<file path="src/rtl/fetch_queue.sv">
// Instruction prefetch FIFO between fetch (INST_MEM/pc_adder) and the FD stage.
// Holds {instr, PC+4} pairs with valid/ready on both sides; flushed on taken branch/jump.
module fetch_queue #(
  parameter int DEPTH  = 4,
  parameter int PTR_W  = 2,
  parameter int DATA_W = 32
) (
  input  logic              clk,
  input  logic              rst,
  input  logic              push_valid,
  input  logic [DATA_W-1:0] push_instr,
  input  logic [DATA_W-1:0] push_pc4,
  output logic              push_ready,
  input  logic              pop_ready,
  output logic              pop_valid,
  output logic [DATA_W-1:0] pop_instr,
  output logic [DATA_W-1:0] pop_pc4,
  input  logic              flush,
  output logic [PTR_W:0]    count,
  output logic              overflow_err
);

  localparam logic [PTR_W:0] FULL_COUNT = (PTR_W+1)'(DEPTH);

  logic [DATA_W-1:0] instrMem [DEPTH];
  logic [DATA_W-1:0] pc4Mem   [DEPTH];
  logic [PTR_W-1:0]  wrPtr;
  logic [PTR_W-1:0]  rdPtr;
  logic              pushFire;
  logic              popFire;

  // Full/empty come only from count; pointers wrap naturally since DEPTH = 2**PTR_W.
  assign push_ready = (count != FULL_COUNT);
  assign pop_valid  = (count != '0);
  assign pushFire   = push_valid & push_ready;
  assign popFire    = pop_ready & pop_valid;
  assign pop_instr  = pop_valid ? instrMem[rdPtr] : '0;
  assign pop_pc4    = pop_valid ? pc4Mem[rdPtr]   : '0;

  always_ff @(posedge clk or posedge rst) begin
    if (rst) begin
      wrPtr <= '0;
      rdPtr <= '0;
      count <= '0;
    end else if (flush) begin
      wrPtr <= '0;
      rdPtr <= '0;
      count <= '0;
    end else begin
      if (pushFire) wrPtr <= wrPtr + PTR_W'(1);
      if (popFire)  rdPtr <= rdPtr + PTR_W'(1);
      if (pushFire && !popFire)
        count <= count + (PTR_W+1)'(1);
      else if (popFire && !pushFire)
        count <= count - (PTR_W+1)'(1);
    end
  end

  // Storage needs no reset; a flush discards the concurrent push as well.
  always_ff @(posedge clk) begin
    if (pushFire && !flush) begin
      instrMem[wrPtr] <= push_instr;
      pc4Mem[wrPtr]   <= push_pc4;
    end
  end

  always_ff @(posedge clk or posedge rst) begin
    if (rst)
      overflow_err <= 1'b0;
    else if (push_valid && !push_ready)
      overflow_err <= 1'b1;
  end

endmodule
</file>
<file path="config.mk">
export PLATFORM = sky130hd
export DESIGN_NAME = fetch_queue
export DESIGN_NICKNAME = d
export VERILOG_FILES = /design/src/rtl/fetch_queue.sv
export SDC_FILE = /design/constraint.sdc
export NUM_CORES = 1
export LEC_CHECK = 0
export ABC_AREA = 1
export CAP_MARGIN = 10
export CORE_MARGIN = 2
export CORE_UTILIZATION = 55
export DETAILED_ROUTE_END_ITERATION = 8
export MAX_ROUTING_LAYER = met4
export PLACE_DENSITY = 0.76
export SLEW_MARGIN = 10
export SYNTH_ARGS = -nofsm -noshare
export SYNTH_HDL_FRONTEND = slang
export SYNTH_SLANG_ARGS = --single-unit
</file>
<file path="constraint.sdc">
create_clock -name clk -period 5.5 [get_ports clk]
set_clock_uncertainty 0.05 [all_clocks]
set_input_delay 1.1 -clock clk [delete_from_list [all_inputs] [get_ports clk]]
set_output_delay 1.1 -clock clk [all_outputs]
set_load 0.05 [all_outputs]
</file>
==> impl_metrics.json <==
{
  "status": "finished clean",
  "total_power_mw": 7.11,
  "syn_avg_cell_area_um2": 12.7,
  "gp_congestion": 0.756,
  "vias_per_cell": 5.42,
  "io_pins": 139,
  "antenna_cells": 0,
  "yosysSeqAreaShare_pct": 75.9,
  "slew-limit-headroom_pct": 33.6,
  "end_kind": "primary output",
  "critical_path.max_fanout": 85,
  "rrSetupSlack_ns": 2.90,
  "finalHoldViolCount": 0,
  "synthesis.area_um2": 10400,
  "finalSetupViolations": 0,
  "synth_common_cells": "nor2_1, edfxtp_1, o21ai_0",
  "worst_ir_drop_vdd_mv": 0.389,
  "grt_max_degree": 89,
  "hold_depth": 1,
  "die_w_um": 141,
  "path_class": "reg -> out",
  "drt_iter0_markers": 373,
  "syn_nets": 894,
  "synth_top_area_share_pct": 73.9,
  "power_density_nw_per_um2": 554,
  "yosys-top-cells-area": "edfxtp_1, nor2_1, o21ai_0",
  "syn_to_final_growth_pct": 23.3,
  "startpoint_type": "flip-flop",
  "routedWlPerCell_um": 17.3,
  "ys_seq_elements": 264,
  "grtUsageMet1_pct": 27.1,
  "coreArea_um2": 18600,
  "crit_top_cell": "nor2_1",
  "yosysMostFrequentCell": "nor2_1",
  "cts_tree": "yes",
  "hp-class": "reg -> reg",
  "grt_overflow": 0,
  "dr.pass1.iters": 4,
  "hp-start": "overflow_err",
  "synth_cell_types": 26,
  "yosys_warnings": 0,
  "use_met3_pct": 2.90,
  "hpwl_um": 11400,
  "r2r-end": "pc4Mem[1][11]",
  "syn_inst": 820,
  "grt_pass1_wl_um": 32800,
  "critical_path_arrival_ns": 3.58,
  "antenna_left": 0,
  "antenna_found_initial": 0,
  "maxCapViolCount": 0,
  "num_rows": 50,
  "slowest_delay_ns": 0.85,
  "clock.fmax_mhz": 212,
  "post_cts_buffers": 0,
  "drv_slew": 0,
  "grt_pass1_vias": 6427,
  "fin_nets": 1024,
  "worstMarginPinSlew_ns": 0.994,
  "htreeDepth": 1,
  "ctsHoldBuffers": 0,
  "insertion_delay_ns": 0.52,
  "die_area_um2": 20000,
  "track_usage_pct": 21.7,
  "port_buffers": 138,
  "clockRootBuffer": "clkbuf_16",
  "leakage_nw": 4.33,
  "cts_made_buffers": 27,
  "path_cells": "buf_4 -> nor2_1 -> nor2_1 -> o21ai_0 -> a21oi_1 -> clkdlybuf4s50_1",
  "fin_setup_tns_ns": 0,
  "met2_usage_pct": 37.7,
  "synthArstFlopShare_pct": 3.03,
  "fin_crit_sh_pct": 85.9,
  "whs_endpoint": "overflow_err",
  "synth_edf_count": 256,
  "critPathRequiredTime_ns": 4.35,
  "synth_top_area_cell": "edfxtp_1",
  "wl_um": 20900,
  "chipHeight_um": 141,
  "rsz0062_at_grt": "false",
  "r2r_start": "count[0]",
  "fin_crit_ns": 4.73,
  "ctsResizeCount": 0,
  "vias": 6537,
  "drc": 0,
  "cts_buffer_depth": 3,
  "clkTransAtPathRegs_ns": 0.06,
  "synth_top_flop_cell": "edfxtp_1",
  "top_usage_layer": "met2",
  "start_util_pct": 55.8,
  "drive_gt1_share_pct": 6.18,
  "worstRegToRegCells": 5,
  "nFillCells": 1312,
  "cts.sinks": 264,
  "crit_path_top_delay_cell": "clkdlybuf4s50_1"
}
==> power breakdown <==
part / internal [mW] / leakage (nW) / switching (mW)
logic: 0.874 / 1.51 / 2.12
registers: 2.35 / 2.42 / 0.0773
clock network: 0.993 / 0.402 / 0.698
==> critical path: cells and delay by family (launching register included) <==
family	cells	cell delay, ns
buf+inv	2	1.62
flops	1	0.74
compound gates	2	0.36
simple gates	2	0.24
==> metrics by stage <==
step	std cells	setup slack, ns	util, %	cell area [um^2]	hold WS (ns)
floorplan	820	0.820	-	10400	0.529
finish	1205	0.774	68.8	12800	0.459
global route	1205	0.605	68.8	12800	0.481
detailed placement	1155	1.39	64.3	12000	0.442
global placement	1155	1.42	64.3	12000	0.420
CTS	1205	0.801	68.8	12800	0.459
==> kinds of logic (layout without fill, tap and decap cells) <==
family	Yosys count	after routing	share of synthesized area [%]
AO/OA/AOI/OAI	198	198	9.59
XOR/XNOR	2	2	0.169
adder cells (fa/ha/maj)	5	5	0.674
buffers and inverters	66	217	3.18
flip-flops	264	264	75.9
AND/OR/NAND/NOR	285	285	10.5
==> cells in the final DEF, fill, tap and decap left out, drive strengths merged <==
cell / Yosys / final
nor2: 264 / 264
edfxtp: 256 / 256
clkdlybuf4s50: 0 / 138
o21ai: 132 / 132
a21oi: 65 / 65
clkbuf: 15 / 34
inv: 17 / 17
clkinv: 1 / 14
nand2: 13 / 13
buf: 33 / 11
dfrtp: 8 / 8
nand3: 4 / 4
ha: 4 / 4
nand4: 3 / 3
bufinv: 0 / 2
xnor2: 1 / 1
nor3: 1 / 1
o21bai: 1 / 1
xor2: 1 / 1
fa: 1 / 1
clkinvlp: 0 / 1
==> per-layer routing <==
metal,share of wire [%],routed length [um]
met5,0,0
met4,2.2,450
met3,6.6,1380
met2,51,10600
met1,41,8470
==> registers in the layout, indices dropped and copies added, names as in the netlist <==
register,flops
wrPtr,2
pc4Mem,128
count,3
instrMem,128
overflow_err,1
rdPtr,2
==> area by class of cell <==
| type | count | area (um^2) | share of cell area [%] |
|---|---|---|---|
| Inverter | 18 | 68.8 | 0.537 |
| Clock inverter | 16 | 126 | 0.986 |
| Clock buffer | 34 | 702 | 5.48 |
| Timing Repair Buffer | 149 | 1530 | 11.9 |
| Multi-Input combinational cell | 490 | 2210 | 17.2 |
| Tap cell | 234 | 293 | 2.28 |
| Sequential cell | 264 | 7890 | 61.6 |
==> worst max-delay path by stage <==
stage,depth (start not counted),start,to
2_1_floorplan,4,push_valid,instrMem[0][0]
3_3_place_gp,6,rdPtr[0],pop_pc4[20]
3_5_place_dp,6,rdPtr[0],pop_pc4[15]
4_1_cts,6,rdPtr[0],pop_instr[5]
5_1_grt,6,rdPtr[0],pop_pc4[24]
6_report,6,rdPtr[0],pop_pc4[23]
Note: power is estimated with default switching activity, not from simulation.
